[config.mk]
export PLATFORM = sky130hd
export DESIGN_NAME = ui_reg_rd_ctrl_flat
export DESIGN_NICKNAME = d
export VERILOG_FILES = /design/src/rtl/ui_reg_rd_if.sv /design/src/rtl/ui_reg_rd_ctrl.sv /design/src/flat_wrapper.sv
export SDC_FILE = /design/constraint.sdc
export NUM_CORES = 1
export LEC_CHECK = 0
export ABC_AREA = 1
export ABC_CLOCK_PERIOD_IN_PS = 2150
export BUFFER_PORTS_ARGS = -buffer_cell sky130_fd_sc_hd__buf_2
export CORE_MARGIN = 2
export CORE_UTILIZATION = 40
export DETAILED_ROUTE_END_ITERATION = 6
export PLACE_DENSITY = 0.68
export SLEW_MARGIN = 40
export SYNTH_ARGS = -nofsm -noshare
export SYNTH_HDL_FRONTEND = slang
export SYNTH_SLANG_ARGS = --single-unit
export TNS_END_PERCENT = 10
[constraint.sdc]
create_clock -name clk -period 2.15 [get_ports clk]
set_input_delay 0.43 -clock clk [delete_from_list [all_inputs] [get_ports clk]]
set_output_delay 0.43 -clock clk [all_outputs]
set_load 0.005 [all_outputs]
[src/rtl/ui_reg_rd_if.sv]
// Bus bundle between the register-read controller and its neighbours:
// the command parser (request), the PHI/CHRG sources and the response generator.
interface ui_reg_rd_if #(
  parameter int PHIWIDTH = 36,
  parameter int CWIDTH   = 36,
  parameter int DATA_W   = 36,
  parameter int ADDR_W   = 16
);
  // Request side (cmd_parse)
  logic                rd_req_val;
  logic                rd_req_src;
  logic [ADDR_W-1:0]   rd_req_addr;
  logic                rd_req_rdy;

  // Source side (PHI / CHRG)
  logic                phi_rd_req;
  logic                chrg_rd_req;
  logic [ADDR_W-1:0]   src_rd_addr;
  logic                phi_rdy;
  logic [PHIWIDTH-1:0] phi_rdata;
  logic                chrg_rdy;
  logic [CWIDTH-1:0]   chrg_rdata;

  // Response side (response generator)
  logic                rd_resp_val;
  logic [DATA_W-1:0]   rd_resp_data;
  logic                rd_resp_err;
  logic                rd_resp_ack;

  // Status
  logic                spurious_rdy;

  // Environment around the controller
  modport master (
    output rd_req_val, rd_req_src, rd_req_addr,
    output phi_rdy, phi_rdata, chrg_rdy, chrg_rdata,
    output rd_resp_ack,
    input  rd_req_rdy, phi_rd_req, chrg_rd_req, src_rd_addr,
    input  rd_resp_val, rd_resp_data, rd_resp_err, spurious_rdy
  );

  // The controller itself
  modport slave (
    input  rd_req_val, rd_req_src, rd_req_addr,
    input  phi_rdy, phi_rdata, chrg_rdy, chrg_rdata,
    input  rd_resp_ack,
    output rd_req_rdy, phi_rd_req, chrg_rd_req, src_rd_addr,
    output rd_resp_val, rd_resp_data, rd_resp_err, spurious_rdy
  );
endinterface

[src/rtl/ui_reg_rd_ctrl.sv]
// Register-read sequencer: accepts one read from cmd_parse, strobes the
// selected source (PHI or CHRG), waits for its rdy under a timeout, and holds
// the zero-extended result (or a timeout error) until the response is acked.
module ui_reg_rd_ctrl #(
  parameter int PHIWIDTH = 36,
  parameter int CWIDTH   = 36,
  parameter int DATA_W   = 36,
  parameter int ADDR_W   = 16,
  parameter int TIMEOUT  = 256
) (
  input  logic          clk,
  input  logic          rst,
  ui_reg_rd_if.slave    bus
);

  localparam int CNT_W = (TIMEOUT > 2) ? $clog2(TIMEOUT) : 1;

  typedef enum logic [1:0] {
    ST_IDLE,
    ST_REQ,
    ST_WAIT,
    ST_RESP
  } state_t;

  state_t              state_q,       state_d;
  logic                src_q,         src_d;          // 0 = PHI, 1 = CHRG
  logic [ADDR_W-1:0]   src_rd_addr_q, src_rd_addr_d;
  logic [CNT_W-1:0]    cnt_q,         cnt_d;
  logic                phi_rd_req_q,  phi_rd_req_d;
  logic                chrg_rd_req_q, chrg_rd_req_d;
  logic                resp_val_q,    resp_val_d;
  logic [DATA_W-1:0]   resp_data_q,   resp_data_d;
  logic                resp_err_q,    resp_err_d;
  logic                spurious_q,    spurious_d;

  logic                sel_rdy;
  logic                oth_rdy;
  logic [DATA_W-1:0]   sel_data;

  // Route the rdy/data of the source chosen for the current read
  always_comb begin
    sel_rdy  = src_q ? bus.chrg_rdy : bus.phi_rdy;
    oth_rdy  = src_q ? bus.phi_rdy  : bus.chrg_rdy;
    sel_data = src_q ? DATA_W'(bus.chrg_rdata) : DATA_W'(bus.phi_rdata);
  end

  // Next-state and next-output logic of the read sequencer
  always_comb begin
    // NOTE: every signal written here gets a default first so that no path
    // leaves it unassigned, which would otherwise infer a latch.
    state_d       = state_q;
    src_d         = src_q;
    src_rd_addr_d = src_rd_addr_q;
    cnt_d         = cnt_q;
    phi_rd_req_d  = 1'b0;
    chrg_rd_req_d = 1'b0;
    resp_val_d    = resp_val_q;
    resp_data_d   = resp_data_q;
    resp_err_d    = resp_err_q;
    spurious_d    = spurious_q;

    unique case (state_q)
      ST_IDLE: begin
        if (bus.phi_rdy || bus.chrg_rdy) spurious_d = 1'b1;
        if (bus.rd_req_val) begin
          src_d         = bus.rd_req_src;
          src_rd_addr_d = bus.rd_req_addr;
          cnt_d         = '0;
          phi_rd_req_d  = ~bus.rd_req_src;
          chrg_rd_req_d = bus.rd_req_src;
          state_d       = ST_REQ;
        end
      end

      ST_REQ, ST_WAIT: begin
        if (oth_rdy) spurious_d = 1'b1;
        if (sel_rdy) begin
          // rdy on the final counted cycle still wins over the timeout
          resp_val_d  = 1'b1;
          resp_data_d = sel_data;
          resp_err_d  = 1'b0;
          state_d     = ST_RESP;
        end else if (cnt_q == CNT_W'(TIMEOUT - 1)) begin
          resp_val_d  = 1'b1;
          resp_data_d = '0;
          resp_err_d  = 1'b1;
          state_d     = ST_RESP;
        end else begin
          cnt_d   = cnt_q + CNT_W'(1);
          state_d = ST_WAIT;
        end
      end

      ST_RESP: begin
        // Any rdy here is late (e.g. after a timeout) and never touches data
        if (bus.phi_rdy || bus.chrg_rdy) spurious_d = 1'b1;
        if (bus.rd_resp_ack) begin
          resp_val_d  = 1'b0;
          resp_data_d = '0;
          resp_err_d  = 1'b0;
          state_d     = ST_IDLE;
        end
      end

      default: state_d = ST_IDLE;
    endcase
  end

  // State and output registers with synchronous reset
  always_ff @(posedge clk) begin
    // NOTE: sequential state uses non-blocking assignments so every flop
    // samples pre-edge values regardless of block evaluation order.
    if (rst) begin
      state_q       <= ST_IDLE;
      src_q         <= 1'b0;
      src_rd_addr_q <= '0;
      cnt_q         <= '0;
      phi_rd_req_q  <= 1'b0;
      chrg_rd_req_q <= 1'b0;
      resp_val_q    <= 1'b0;
      resp_data_q   <= '0;
      resp_err_q    <= 1'b0;
      spurious_q    <= 1'b0;
    end else begin
      state_q       <= state_d;
      src_q         <= src_d;
      src_rd_addr_q <= src_rd_addr_d;
      cnt_q         <= cnt_d;
      phi_rd_req_q  <= phi_rd_req_d;
      chrg_rd_req_q <= chrg_rd_req_d;
      resp_val_q    <= resp_val_d;
      resp_data_q   <= resp_data_d;
      resp_err_q    <= resp_err_d;
      spurious_q    <= spurious_d;
    end
  end

  assign bus.rd_req_rdy   = (state_q == ST_IDLE);
  assign bus.phi_rd_req   = phi_rd_req_q;
  assign bus.chrg_rd_req  = chrg_rd_req_q;
  assign bus.src_rd_addr  = src_rd_addr_q;
  assign bus.rd_resp_val  = resp_val_q;
  assign bus.rd_resp_data = resp_data_q;
  assign bus.rd_resp_err  = resp_err_q;
  assign bus.spurious_rdy = spurious_q;

endmodule

[src/flat_wrapper.sv]
// flat-port wrapper written by rule: the top's interface ports become plain ports
module ui_reg_rd_ctrl_flat 
#(
  parameter int PHIWIDTH = 36,
  parameter int CWIDTH   = 36,
  parameter int DATA_W   = 36,
  parameter int ADDR_W   = 16,
  parameter int TIMEOUT  = 256
)
  (clk, rst, bus_rd_req_val, bus_rd_req_src, bus_rd_req_addr, bus_phi_rdy, bus_phi_rdata, bus_chrg_rdy, bus_chrg_rdata, bus_rd_resp_ack, bus_rd_req_rdy, bus_phi_rd_req, bus_chrg_rd_req, bus_src_rd_addr, bus_rd_resp_val, bus_rd_resp_data, bus_rd_resp_err, bus_spurious_rdy);
  ui_reg_rd_if #(.PHIWIDTH(PHIWIDTH), .CWIDTH(CWIDTH), .DATA_W(DATA_W), .ADDR_W(ADDR_W)) bus_i ();
  input  logic clk;
  input  logic rst;
  input wire logic [$bits(bus_i.rd_req_val)-1:0] bus_rd_req_val;
  input wire logic [$bits(bus_i.rd_req_src)-1:0] bus_rd_req_src;
  input wire logic [$bits(bus_i.rd_req_addr)-1:0] bus_rd_req_addr;
  input wire logic [$bits(bus_i.phi_rdy)-1:0] bus_phi_rdy;
  input wire logic [$bits(bus_i.phi_rdata)-1:0] bus_phi_rdata;
  input wire logic [$bits(bus_i.chrg_rdy)-1:0] bus_chrg_rdy;
  input wire logic [$bits(bus_i.chrg_rdata)-1:0] bus_chrg_rdata;
  input wire logic [$bits(bus_i.rd_resp_ack)-1:0] bus_rd_resp_ack;
  output wire logic [$bits(bus_i.rd_req_rdy)-1:0] bus_rd_req_rdy;
  output wire logic [$bits(bus_i.phi_rd_req)-1:0] bus_phi_rd_req;
  output wire logic [$bits(bus_i.chrg_rd_req)-1:0] bus_chrg_rd_req;
  output wire logic [$bits(bus_i.src_rd_addr)-1:0] bus_src_rd_addr;
  output wire logic [$bits(bus_i.rd_resp_val)-1:0] bus_rd_resp_val;
  output wire logic [$bits(bus_i.rd_resp_data)-1:0] bus_rd_resp_data;
  output wire logic [$bits(bus_i.rd_resp_err)-1:0] bus_rd_resp_err;
  output wire logic [$bits(bus_i.spurious_rdy)-1:0] bus_spurious_rdy;
  assign bus_i.rd_req_val = bus_rd_req_val;
  assign bus_i.rd_req_src = bus_rd_req_src;
  assign bus_i.rd_req_addr = bus_rd_req_addr;
  assign bus_i.phi_rdy = bus_phi_rdy;
  assign bus_i.phi_rdata = bus_phi_rdata;
  assign bus_i.chrg_rdy = bus_chrg_rdy;
  assign bus_i.chrg_rdata = bus_chrg_rdata;
  assign bus_i.rd_resp_ack = bus_rd_resp_ack;
  assign bus_rd_req_rdy = bus_i.rd_req_rdy;
  assign bus_phi_rd_req = bus_i.phi_rd_req;
  assign bus_chrg_rd_req = bus_i.chrg_rd_req;
  assign bus_src_rd_addr = bus_i.src_rd_addr;
  assign bus_rd_resp_val = bus_i.rd_resp_val;
  assign bus_rd_resp_data = bus_i.rd_resp_data;
  assign bus_rd_resp_err = bus_i.rd_resp_err;
  assign bus_spurious_rdy = bus_i.spurious_rdy;
  ui_reg_rd_ctrl #(.PHIWIDTH(PHIWIDTH), .CWIDTH(CWIDTH), .DATA_W(DATA_W), .ADDR_W(ADDR_W), .TIMEOUT(TIMEOUT)) u_core (.clk(clk), .rst(rst), .bus(bus_i));
endmodule
==> metrics, run 1 <==
status complete, no violations; DR vias 4161; WP data required 2430 ps; setup violators final 0; WHS 255 ps; Worst Skew 13.2 ps; Crit Path Category reg -> reg; die width 102 µm; Initial Utilization 41.4%; final hold violation count 0; Core Footprint 9330 µm²; reg-to-reg critical path startpoint u_core.state_q[0]$_SDFFE_PP0P_; Hold Path Stages 2; synthesized flop and latch total 68; grt ovf 0; Antenna Nets Post-Route 0; vias in the first global route 3935; HP Start bus_rd_req_src; # diodes 0; asr flop ratio synth 0%; Mapped Area 3860 µm²; share of the synthesized area in the top cell type 35.2%; worst r2r dst u_core.cnt_q[5]$_SDFFE_PP0P_; vias per cell 4.62; peak supply drop 604 µV; fin util 52.6%; Tmin final 1850 ps; Syn-to-layout area delta 27.0%; RSZ-0062 raised after global routing false; Synth Flop Type dfxtp_1; crit path capture type flip-flop; Avg Cell Area, Syn 6.12 µm²; WP data arrival 2130 ps; TNS Setup 0 ps; input/output buffers 152; Detail Placement HPWL 7470 µm; sequential fraction of the synthesis area 35.2%; initial DRC count 135; RePlAce Congestion 0.756; min-delay worst type in -> reg; full die area 10500 µm²; Hold Crit Endpoint u_core.bus.phi_rd_req$_SDFF_PP0_; First-pass DRT Iterations 4; Worst-Skew Late Latency 340 ps; total track usage 20.5%; TritonCTS clock tree done; Sink Count 68; fraction of layout cells with a size suffix above 1 27.7%; Cells after Synth 631; Synth Warn # 0; synth unique cells 27; most numerous cell in the Yosys netlist nand2_1; Lkg Pwr 2.78 nW; max_cap viols 0; Commonest cells post-synth nand2_1 (189), inv_1 (92), nor2_1 (82); first-pass GRT wire length 17200 µm; Clock H-tree levels 3; # hold bufs at CTS 0; Final #Nets 867; worst reg2reg setup slack 300 ps; relative max-transition margin 65.1%; pin count of the biggest net entering global routing 40; Remaining DRCs 0; CP startpoint kind flip-flop; DIE HEIGHT 102 µm; FMAX 0.541 GHz; Routed WL 10600 µm; post-layout worst setup margin 302 ps; dpl ws 198 ps; Wirelength per Cell 11.8 µm; antenna violations before repair 0; CTS root buffer clkbuf_8; Pwr Total 6.64 mW; Worst Setup SP u_core.state_q[0]$_SDFFE_PP0P_; maximum clock path buffer count 2; worst r2r path cells 8; pwr dens 1350 nW/µm²; Slew @ Worst Pin 523 ps; period utilization 85.9%; Synth Net Count 730; Clk pin slew, worst setup/hold paths 70 ps; Synth area leader dfxtp_1; Crit Path Max Fanout 12; Slew Limit Fails 0; top post-synthesis cells by area dfxtp_1 (35%), nand2_1 (18%), inv_1 (8.9%); number of core rows 35; CTS Buf Count 9; Post-synth EDFFs 0; IO Pins 153
[worst max-delay path: stages, from the launching register on]
cell     delay [ps]
dfxtp_1         350
inv_1            80
ha_1            460
inv_2           150
a21oi_2         190
nand3_2         210
o21ai_0         210
inv_1            60
nor2_1           80
[registers in the layout (all words and copies together) (netlist names)]
register	count
u_core.bus.chrg_rd_req	1
u_core.bus.phi_rd_req	1
u_core.bus.rd_resp_data	36
u_core.bus.rd_resp_err	1
u_core.bus.rd_resp_val	1
u_core.bus.spurious_rdy	1
u_core.bus.src_rd_addr	16
u_core.cnt_q	8
u_core.src_q	1
u_core.state_q	2
[worst max path at each step]
stage | slack (ps) | to | cells after the start
6_report | 300 | u_core.cnt_q[5]$_SDFFE_PP0P_ | 8
5_1_grt | 120 | u_core.cnt_q[3]$_SDFFE_PP0P_ | 8
4_1_cts | 190 | u_core.cnt_q[7]$_SDFFE_PP0P_ | 7
3_5_place_dp | 200 | u_core.cnt_q[7]$_SDFFE_PP0P_ | 7
3_3_place_gp | 290 | u_core.cnt_q[5]$_SDFFE_PP0P_ | 8
2_1_floorplan | 500 | u_core.cnt_q[4]$_SDFFE_PP0P_ | 9
[cells by family after synthesis]
| kind of cell | synth area share [%] |
|---|---|
| buffers and inverters | 15.1 |
| AND/OR/NAND/NOR | 42.6 |
| adder cells (fa/ha/maj) | 1.30 |
| flip-flops | 35.2 |
| AO/OA/AOI/OAI | 5.70 |
[cell usage in the layout, fill, tap and decap left out]
cell type,Yosys,final
clkinv_1,1,1
nand2_1,189,189
o211ai_1,1,1
a21oi_2,1,1
bufinv_16,0,2
clkinvlp_4,0,1
nand3_2,2,3
o21ai_0,26,26
nor2_4,1,1
nor3_1,1,1
nor2_2,1,1
nand2_2,20,20
buf_12,0,1
buf_4,2,15
o21bai_1,2,2
dfxtp_1,68,68
nor2_1,82,82
ha_1,4,4
clkbuf_1,12,1
inv_2,4,4
or2_2,1,1
a21oi_1,10,10
clkinv_2,0,2
nand3_1,45,44
a31o_2,1,1
buf_2,17,152
clkbuf_8,0,9
nand4_1,37,37
inv_1,92,92
[final cells by class]
| cell class | instances | area [µm²] |
|---|---|---|
| clock buffer | 10 | 128 |
| clock inverter | 5 | 77.6 |
| fill | 969 | 4420 |
| tap | 129 | 161 |
| sequential | 68 | 1360 |
| inverter | 97 | 364 |
| timing repair buffer | 168 | 893 |
| multi-input combinational | 424 | 1920 |
[per-stage QoR]
stage,instances,cell area (µm²)
2_1_floorplan,631,3860
3_3_place_gp,886,4700
3_5_place_dp,886,4700
4_1_cts,901,4900
5_1_grt,901,4910
6_report,901,4910
[repair_timing]
action	in CTS	in global routing
resized for setup	0	1
buffers inserted	0	0
setup endpoints to repair	0	2
[power breakdown]
| part | leakage (nW) | switching, mW | internal (mW) | total (mW) |
|---|---|---|---|---|
| registers | 0.561 | 0.259 | 1.77 | 2.03 |
| logic | 2.12 | 2.10 | 1.39 | 3.49 |
| clock network | 0.102 | 0.485 | 0.643 | 1.13 |
| total | 2.78 | 2.84 | 3.80 | 6.64 |
[per-layer routing]
layer | wire (µm) | track usage, % | up-vias
met5 | 0 | 0 | -
met4 | 160 | 6.77 | 0
met3 | 805 | 4.92 | 13
met2 | 4950 | 37.1 | 124
met1 | 4680 | 23.6 | 1821
li1 | - | - | 2203
(Power assumes the default switching activity.)
==> run 2: changes to the inputs <==
--- a/config.mk
+++ b/config.mk
@@ -8,7 +8,7 @@
 export ABC_AREA = 1
 export ABC_CLOCK_PERIOD_IN_PS = 2150
 export BUFFER_PORTS_ARGS = -buffer_cell sky130_fd_sc_hd__buf_2
-export CORE_MARGIN = 2
+export CORE_MARGIN = 8
 export CORE_UTILIZATION = 40
 export DETAILED_ROUTE_END_ITERATION = 6
 export PLACE_DENSITY = 0.68
==> metrics, run 2 (synthesis results as in run 1) <==
Net Sw Frac 43.7%; Final Instance Area 4890 µm²; P_int 3.69 mW; Max stage delay on crit path 450 ps; pwr dens 1340 nW/µm²; Pwr Total 6.56 mW; Crit Path Max Fanout 12; FMAX 0.549 GHz; max reg flops 36; status complete, no violations; antenna violations before repair 0; worst r2r dst u_core.cnt_q[5]$_SDFFE_PP0P_; reg-to-reg critical path startpoint u_core.state_q[0]$_SDFFE_PP0P_; CP startpoint kind flip-flop; setup violators final 0; Syn-to-layout area delta 26.6%; WP data required 2430 ps; HP Start bus_rd_req_src; Crit-path slowest cell ha_1; Worst Path Buf+Inv 3; fraction of layout cells with a size suffix above 1 27.6%; Detail Placement HPWL 8180 µm; pin count of the biggest net entering global routing 40; clock power share 16.1%; input/output buffers 152; Clk pin slew, worst setup/hold paths 70 ps; Remaining DRCs 0; Worst Setup SP u_core.state_q[0]$_SDFFE_PP0P_; post-CTS setup buffer count 0; crit-path cells inv_1 > ha_1 > inv_2 > a21oi_2 > nand3_2 > o21ai_0 > inv_1 > nor2_1; Slew @ Worst Pin 447 ps; RePlAce Congestion 0.817; Core Footprint 9590 µm²; relative max-transition margin 70.2%; full die area 13100 µm²; TNS Setup 0 ps; post_cts resized 0; worst reg2reg setup slack 330 ps; cell family with most CP delay compound AO/OA/AOI/OAI gates; number of core rows 36; switching pwr 2.87 mW; crit path capture type flip-flop; # hold bufs at CTS 0; First-pass DRT Iterations 5; Tmin final 1820 ps; Worst Skew 8.78 ps; Antenna Nets Post-Route 0; CTS root buffer clkbuf_8; Slew Limit Fails 0; most common cell after layout, fill and taps aside nand2_1; grt ovf 0; Wirelength per Cell 12.8 µm; peak supply drop 617 µV; DP Area 4700 µm²; combinational power share 53.1%; IO Pins 153; Clock H-tree levels 3; final hold violation count 0; max_cap viols 0; Routed WL 11500 µm; Worst-Skew Late Latency 340 ps; Crit Path Category reg -> reg; first-pass GRT wire length 19400 µm; Initial Utilization 40.3%; Reg power frac 30.8%; vias in the first global route 4225; CTS Buf Count 9; die width 114 µm; TritonCTS clock tree done; min-delay worst type in -> reg; most frequent cells in the layout nand2_1 (189), buf_2 (152), inv_1 (92); Sink Count 68; worst r2r path cells 8; period utilization 84.7%; total track usage 18.0%; RSZ-0062 raised after global routing false; Hold Path Stages 2; # diodes 0; Final #Nets 866; Lkg Pwr 2.77 nW; Hold Crit Endpoint u_core.bus.phi_rd_req$_SDFF_PP0_; WP data arrival 2100 ps; DR vias 4228; maximum clock path buffer count 2; vias per cell 4.68; critical path's most frequent cell inv_1; DIE HEIGHT 114 µm; initial DRC count 211
-- run 2: cell count changes in the layout (fill, tap and decap cells not counted), sizes merged --
cell	change
clkinvlp	+1
bufinv	-1
clkbuf	+1
clkinv	-1
buf	-1
-- run 2: routing by layer --
layer	global-route usage, %	share of wire, %	vias to the layer above
met2	29.7	44	133
met5	0	0	-
li1	-	-	2205
met4	6.03	1.0	0
met3	7.07	10	10
met1	20.8	45	1880
-- run 2: power groups by stage --
| stage | Sequential [mW] | Clock [mW] | Combinational (mW) |
|---|---|---|---|
| 2_1_floorplan | 2.08 | 0 | 2.44 |
| 3_3_place_gp | 2.02 | 0 | 3.42 |
| 3_5_place_dp | 2.06 | 0 | 3.51 |
| 4_1_cts | 2.03 | 1.09 | 3.53 |
| 5_1_grt | 2.09 | 1.14 | 4.06 |
| 6_report | 2.02 | 1.05 | 3.48 |
-- run 2: worst register-to-register path: stages, from the launching register on --
cell and delay [ps]:
dfxtp_1 350, inv_1 70, ha_1 450, inv_2 70
a21oi_2 240, nand3_2 230, o21ai_0 220, inv_1 50
nor2_1 70
-- run 2: area by class of cell --
cell class              instances  area [µm²]
clock inverters                 4        50.0
inverters                      97         364
flip-flops and latches         68        1360
multi-input cells             424        1920
repair buffers                167         886
clock buffers                  11         141
well taps                     133         166
fillers                      1020        4700
-- run 2: through the flow --
| step | cells | util, % | hold WS, ps | worst slack (ps) |
|---|---|---|---|---|
| 3_3_place_gp | 889 | 48.9 | 450 | 297 |
| 3_5_place_dp | 889 | 48.9 | 453 | 218 |
| 5_1_grt | 904 | 51.0 | 241 | 78.5 |
| 2_1_floorplan | 631 | - | 438 | 503 |
| 4_1_cts | 904 | 50.9 | 233 | 206 |
| 6_report | 904 | 51.0 | 254 | 329 |
-- run 2: worst max-delay path by stage --
stage	cells after the start	endpoint
4_1_cts	8	u_core.cnt_q[5]$_SDFFE_PP0P_
2_1_floorplan	9	u_core.cnt_q[4]$_SDFFE_PP0P_
3_5_place_dp	8	u_core.cnt_q[5]$_SDFFE_PP0P_
5_1_grt	7	u_core.cnt_q[4]$_SDFFE_PP0P_
6_report	8	u_core.cnt_q[5]$_SDFFE_PP0P_
3_3_place_gp	8	u_core.cnt_q[5]$_SDFFE_PP0P_
